## config.mk

```make
export PLATFORM = sky130hd
export DESIGN_NAME = mem_arbiter
export DESIGN_NICKNAME = d
export VERILOG_FILES = /design/src/rtl/mem_arbiter.sv
export SDC_FILE = /design/constraint.sdc
export NUM_CORES = 1
export LEC_CHECK = 0
export ABC_AREA = 1
export BUFFER_PORTS_ARGS = -buffer_cell sky130_fd_sc_hd__buf_2
export CORE_AREA = 2 2 294 296
export CTS_CLUSTER_SIZE = 24
export DETAILED_ROUTE_END_ITERATION = 16
export DIE_AREA = 0 0 296 298
export SLEW_MARGIN = 5
export SYNTH_ARGS = -nofsm -noshare
export SYNTH_HDL_FRONTEND = slang
export SYNTH_SLANG_ARGS = --single-unit
```

## constraint.sdc

```tcl
create_clock -name clk -period 1.6 [get_ports clk]
set_input_delay 0.16 -clock clk [delete_from_list [all_inputs] [get_ports clk]]
set_output_delay 0.16 -clock clk [all_outputs]
set_load 0.005 [all_outputs]
```

## src/rtl/mem_arbiter.sv

```systemverilog
// Round-robin arbiter sharing one fixed-latency memory port between the
// icache fill path and the dcache fill/writeback path.
module mem_arbiter #(
  parameter int LINE_WIDTH  = 128,
  parameter int ADDR_WIDTH  = 32,
  parameter int MEM_LATENCY = 5
) (
  input  logic                  clk,
  input  logic                  rst,
  input  logic                  ic_req,
  input  logic [ADDR_WIDTH-1:0] ic_addr,
  output logic                  ic_valid,
  output logic [LINE_WIDTH-1:0] ic_rdata,
  input  logic                  dc_req,
  input  logic                  dc_we,
  input  logic [ADDR_WIDTH-1:0] dc_addr,
  input  logic [LINE_WIDTH-1:0] dc_wdata,
  output logic                  dc_valid,
  output logic [LINE_WIDTH-1:0] dc_rdata,
  output logic                  mem_req,
  output logic                  mem_we,
  output logic [ADDR_WIDTH-1:0] mem_addr,
  output logic [LINE_WIDTH-1:0] mem_wdata,
  input  logic [LINE_WIDTH-1:0] mem_rdata,
  output logic                  busy
);

  localparam int CNT_W = (MEM_LATENCY > 1) ? $clog2(MEM_LATENCY) : 1;
  localparam logic [CNT_W-1:0] CNT_LOAD = CNT_W'(MEM_LATENCY - 1);

  typedef enum logic {S_IDLE, S_BUSY} state_t;
  typedef enum logic [1:0] {OWN_NONE, OWN_IC, OWN_DC} owner_t;

  state_t                r_state;
  owner_t                r_owner;
  logic [CNT_W-1:0]      r_cnt;
  logic                  r_last_dc;
  logic                  r_mem_req;
  logic                  r_mem_we;
  logic [ADDR_WIDTH-1:0] r_mem_addr;
  logic [LINE_WIDTH-1:0] r_mem_wdata;
  logic                  r_ic_valid;
  logic                  r_dc_valid;
  logic [LINE_WIDTH-1:0] r_ic_rdata;
  logic [LINE_WIDTH-1:0] r_dc_rdata;

  logic w_ic_elig;
  logic w_dc_elig;
  logic w_grant_ic;
  logic w_grant_dc;

  // A requester is still holding req in its own valid cycle; it must not be regranted then.
  assign w_ic_elig  = ic_req & ~r_ic_valid;
  assign w_dc_elig  = dc_req & ~r_dc_valid;
  assign w_grant_dc = w_dc_elig & (~w_ic_elig | ~r_last_dc);
  assign w_grant_ic = w_ic_elig & ~w_grant_dc;

  // NOTE: all state updates use non-blocking assignments so every register samples pre-edge values.
  always_ff @(posedge clk or negedge rst) begin
    if (!rst) begin
      r_state     <= S_IDLE;
      r_owner     <= OWN_NONE;
      r_cnt       <= '0;
      r_last_dc   <= 1'b1;
      r_mem_req   <= 1'b0;
      r_mem_we    <= 1'b0;
      r_mem_addr  <= '0;
      r_mem_wdata <= '0;
      r_ic_valid  <= 1'b0;
      r_dc_valid  <= 1'b0;
      r_ic_rdata  <= '0;
      r_dc_rdata  <= '0;
    end else begin
      // NOTE: valids default low each cycle, so any set below is a single-cycle pulse.
      r_ic_valid <= 1'b0;
      r_dc_valid <= 1'b0;
      case (r_state)
        S_IDLE: begin
          if (w_grant_ic) begin
            r_state     <= S_BUSY;
            r_owner     <= OWN_IC;
            r_last_dc   <= 1'b0;
            r_cnt       <= CNT_LOAD;
            r_mem_req   <= 1'b1;
            r_mem_we    <= 1'b0;
            r_mem_addr  <= ic_addr;
            r_mem_wdata <= '0;
          end else if (w_grant_dc) begin
            r_state     <= S_BUSY;
            r_owner     <= OWN_DC;
            r_last_dc   <= 1'b1;
            r_cnt       <= CNT_LOAD;
            r_mem_req   <= 1'b1;
            r_mem_we    <= dc_we;
            r_mem_addr  <= dc_addr;
            r_mem_wdata <= dc_wdata;
          end
        end
        S_BUSY: begin
          if (r_cnt == '0) begin
            if (!r_mem_we) begin
              if (r_owner == OWN_IC) r_ic_rdata <= mem_rdata;
              if (r_owner == OWN_DC) r_dc_rdata <= mem_rdata;
            end
            r_ic_valid  <= (r_owner == OWN_IC);
            r_dc_valid  <= (r_owner == OWN_DC);
            r_state     <= S_IDLE;
            r_owner     <= OWN_NONE;
            r_mem_req   <= 1'b0;
            r_mem_we    <= 1'b0;
            r_mem_addr  <= '0;
            r_mem_wdata <= '0;
          end else begin
            r_cnt <= r_cnt - CNT_W'(1);
          end
        end
        default: r_state <= S_IDLE;
      endcase
    end
  end

  assign ic_valid  = r_ic_valid;
  assign ic_rdata  = r_ic_rdata;
  assign dc_valid  = r_dc_valid;
  assign dc_rdata  = r_dc_rdata;
  assign mem_req   = r_mem_req;
  assign mem_we    = r_mem_we;
  assign mem_addr  = r_mem_addr;
  assign mem_wdata = r_mem_wdata;
  assign busy      = (r_state == S_BUSY);

endmodule

```

==> PnR_summary.wiki <==
{| class="wikitable"
! Metric !! Value
|-
| Maximum fanout along the worst path || 10
|-
| Most frequent cells in the layout || sky130_fd_sc_hd__buf_2 (744), sky130_fd_sc_hd__nand2_1 (459), sky130_fd_sc_hd__dfrtp_1 (426)
|-
| Share of power burned in the clock network || 0.238
|-
| Post-route DRC || 0
|-
| Synth Instances || 1732
|-
| Power spent charging and discharging nets || 16.9 mW
|-
| Initial Utilization || 0.192
|-
| CTS H-Tree Depth || 2
|-
| Clock Tree Buf Depth || 3
|-
| Relative slew slack || 0.731
|-
| Period Utilization, post-route || 0.968
|-
| Worst Skew || 0.0159 ns
|-
| Die height || 298 µm
|-
| Boundary pin count || 746
|-
| First-pass DRT Iterations || 5
|-
| First-pass GRT wire length || 96300 µm
|-
| Fmax || 645 MHz
|-
| Cell family with the largest share of critical-path delay || buffers and inverters
|-
| Register bit count reported by yosys || 427
|-
| DP Wirelength || 44300 µm
|-
| CTS tree || built
|-
| Global route total overflow || 0
|-
| Syn_area_per_cell || 9.43 µm²
|-
| Initial antenna violation count || 1
|-
| Data required, critical path || 2.09 ns
|-
| Tightest Pin Transition || 0.403 ns
|-
| Post-layout power || 47.6 mW
|-
| Port Buffers || 745
|-
| Area grow syn2layout || 66.3%
|-
| Signal arrival time at the worst endpoint || 2.04 ns
|-
| Skew-Pair Late Insertion Delay || 0.58 ns
|-
| Total leakage power || 14.4 nW
|-
| Root buffer cell || sky130_fd_sc_hd__clkbuf_16
|-
| Total number of vias || 16200
|-
| Share of power burned in combinational logic || 0.361
|-
| Post-Place Setup Slack || -0.0801 ns
|-
| Max incr delay on CP || 0.33 ns
|-
| Min setup slack post-route || 0.0506 ns
|-
| Reg clk slew, reported paths || 0.06 ns
|-
| Maximum vdd ir drop || 0.00100 V
|-
| Floorplan Core Area || 84900 µm²
|-
| Leading cell type in the layout, fill and taps excluded || sky130_fd_sc_hd__buf_2
|-
| Syn nets || 2059
|-
| Row Count || 107
|-
| DP Cell Count || 3590
|-
| Worst-path cell chain || inv_2, ha_4, nand2_4, nor2_4, a21oi_4, buf_12, buf_4, nand2_1, o21ai_0
|-
| Final Slew Violations || 0
|-
| Final Hold Violating Endpoints || 0
|-
| Internal || 30.7 mW
|-
| Cell area after synthesis || 16300 µm²
|-
| Kind of start point of the critical path || flop
|-
| RSZ-0062 raised after global routing || yes
|-
| Fill cells || 8639
|-
| Combined area of the multi-input logic cells || 4350 µm²
|-
| Fin cells || 4013
|-
| Max_cap viols || 0
|-
| Portion of the post-synthesis area used by sequential elements || 0.654
|-
| Overall global routing resource usage || 0.139
|-
| Clock sink count || 427
|-
| Drt total wl || 64400 µm
|-
| Critical path buffer and inverter count || 3
|-
| CTS buffer count || 48
|-
| Maximum number of pins on one net before global-route repair || 59
|-
| Status || finished clean
|-
| Number of DRC violations after detailed-routing iteration 0 || 1128
|-
| Fraction of layout cells with a size suffix above 1 || 0.325
|-
| Vias per cell || 4.05
|-
| Type of the most critical hold path || in -> async
|-
| Net Sw Frac || 0.354
|-
| Antenna cell count || 0
|-
| Ys Warns || 0
|-
| Number of nets in the final layout || 3161
|-
| Library cells used by synthesis || 20
|-
| Critical setup path kind || reg -> reg
|-
| Gpl congestion || 0.892
|-
| Vias in the first global route || 16800
|-
| Areal power density over the cells || 1750 nW/µm²
|-
| Number of endpoints failing setup at the final stage || 0
|-
| Critical path endpoint category || flop
|-
| CP max-delay cell || sky130_fd_sc_hd__dfrtp_1
|-
| Final Hold Slack || 0.0957 ns
|-
| Die outline width || 296 µm
|-
| Average wire length per cell after detail routing || 16.0 µm
|-
| Sequential share of power || 0.401
|-
| Number of antenna-violating nets in the routed design || 0
|-
| Die ar. || 88200 µm²
|-
| Final critical delay including setup and external delays || 1.55 ns
|-
| Flip-flop and latch area || 10700 µm²
|}
==> cells in the mapped netlist <==
cell                       count  share of area
sky130_fd_sc_hd__inv_1       251          0.058
sky130_fd_sc_hd__o21ai_0     322          0.099
sky130_fd_sc_hd__nor3_1        2        0.00061
sky130_fd_sc_hd__buf_1         2        0.00046
sky130_fd_sc_hd__buf_4         2        0.00092
sky130_fd_sc_hd__nand4_2       2         0.0015
sky130_fd_sc_hd__dfstp_2       1         0.0016
sky130_fd_sc_hd__nor2_1        2        0.00046
sky130_fd_sc_hd__nand3_1      53          0.016
sky130_fd_sc_hd__dfrtp_1     426           0.65
sky130_fd_sc_hd__o21ai_1      66          0.020
sky130_fd_sc_hd__nand4_1      32          0.012
sky130_fd_sc_hd__buf_2        35          0.011
sky130_fd_sc_hd__clkbuf_1     64          0.015
sky130_fd_sc_hd__o22ai_1       2        0.00077
sky130_fd_sc_hd__ha_1          2         0.0015
sky130_fd_sc_hd__nand2_1     465           0.11
sky130_fd_sc_hd__nor2_4        1        0.00069
sky130_fd_sc_hd__inv_2         1        0.00023
sky130_fd_sc_hd__a21oi_4       1         0.0010
==> path summary, 6_finish.rpt <==
kind                              startpoint            end  slack (ns)  depth (start not counted)
worst min-delay path                     rst   dc_rdata[87]         0.1                          2
min in group clk                      dc_req        mem_req        0.15                          5
max in group asynchronous                rst  mem_wdata[66]        0.74                          3
worst max register to register      r_cnt[0]  mem_wdata[88]        0.05                          9
worst max-delay path                r_cnt[0]  mem_wdata[88]        0.05                          9
worst min register to register  ic_rdata[76]   ic_rdata[76]        0.48                          2
==> worst reg2reg max path, stage by stage (launching register included) <==
cell and delay (ns):
sky130_fd_sc_hd__dfrtp_1 0.33, sky130_fd_sc_hd__inv_2 0.05, sky130_fd_sc_hd__ha_4 0.16, sky130_fd_sc_hd__nand2_4 0.09, sky130_fd_sc_hd__nor2_4 0.05, sky130_fd_sc_hd__a21oi_4 0.20, sky130_fd_sc_hd__buf_12 0.20, sky130_fd_sc_hd__buf_4 0.22
sky130_fd_sc_hd__nand2_1 0.08, sky130_fd_sc_hd__o21ai_0 0.09
==> per-layer routing <==
metal	vias to the layer above	share of wire	routed length [µm]	GRT usage
li1	7655	-	-	-
met1	7711	0.40	25500	0.167
met2	711	0.48	31100	0.232
met3	167	0.080	5140	0.0358
met4	2	0.041	2610	0.0613
met5	-	0.00022	14	0
==> power groups by stage <==
stage                     sequential, mW  clock [mW]  combinational [mW]
final                               19.1        11.3                17.2
after detailed placement            19.0           0                15.6
after floorplan                     19.2           0                5.84
after global placement              19.0           0                15.2
after CTS                           19.0        11.7                16.8
after global routing                19.6        12.1                19.1
==> what timing repair did <==
item                                    CTS  global route
hold buffers                            322             0
setup buffers                             9             1
gates cloned                              2             7
endpoints found under the setup margin  383           272
pin swaps                                 6             3
resized for setup                        15            48
endpoints found under the hold margin   843             0
==> layout make-up <==
class                           count  area share
Sequential cell                   427       0.393
Timing Repair Buffer             1155       0.300
Multi-Input combinational cell    950       0.160
Tap cell                         1144      0.0527
Clock buffer                       69      0.0520
Inverter                          252      0.0349
Clock inverter                     16     0.00700
==> stage by stage <==
| step | setup TNS [ns] | instance area [µm²] | utilization |
|---|---|---|---|
| after floorplan | 0 | 16300 | - |
| after global placement | -16.18 | 21900 | 0.258 |
| after detailed placement | -12.47 | 21900 | 0.258 |
| after CTS | -0.0116 | 26900 | 0.317 |
| after global routing | -0.264 | 27200 | 0.320 |
| final | 0 | 27200 | 0.320 |
==> cells by family after synthesis <==
logic type               share of synthesized area
AND/OR/NAND/NOR                              0.139
flip-flops                                   0.654
AO/OA/AOI/OAI                                0.121
adder cells (fa/ha/maj)                    0.00153
buffers and inverters                       0.0847
==> state kept, by name, indices dropped and copies added, names as in the netlist, 2 cells and up <==
signal     flops
mem_wdata    128
mem_addr      32
r_owner        2
r_cnt          3
dc_rdata     128
ic_rdata     128
Power figures use the tool's default switching activity.
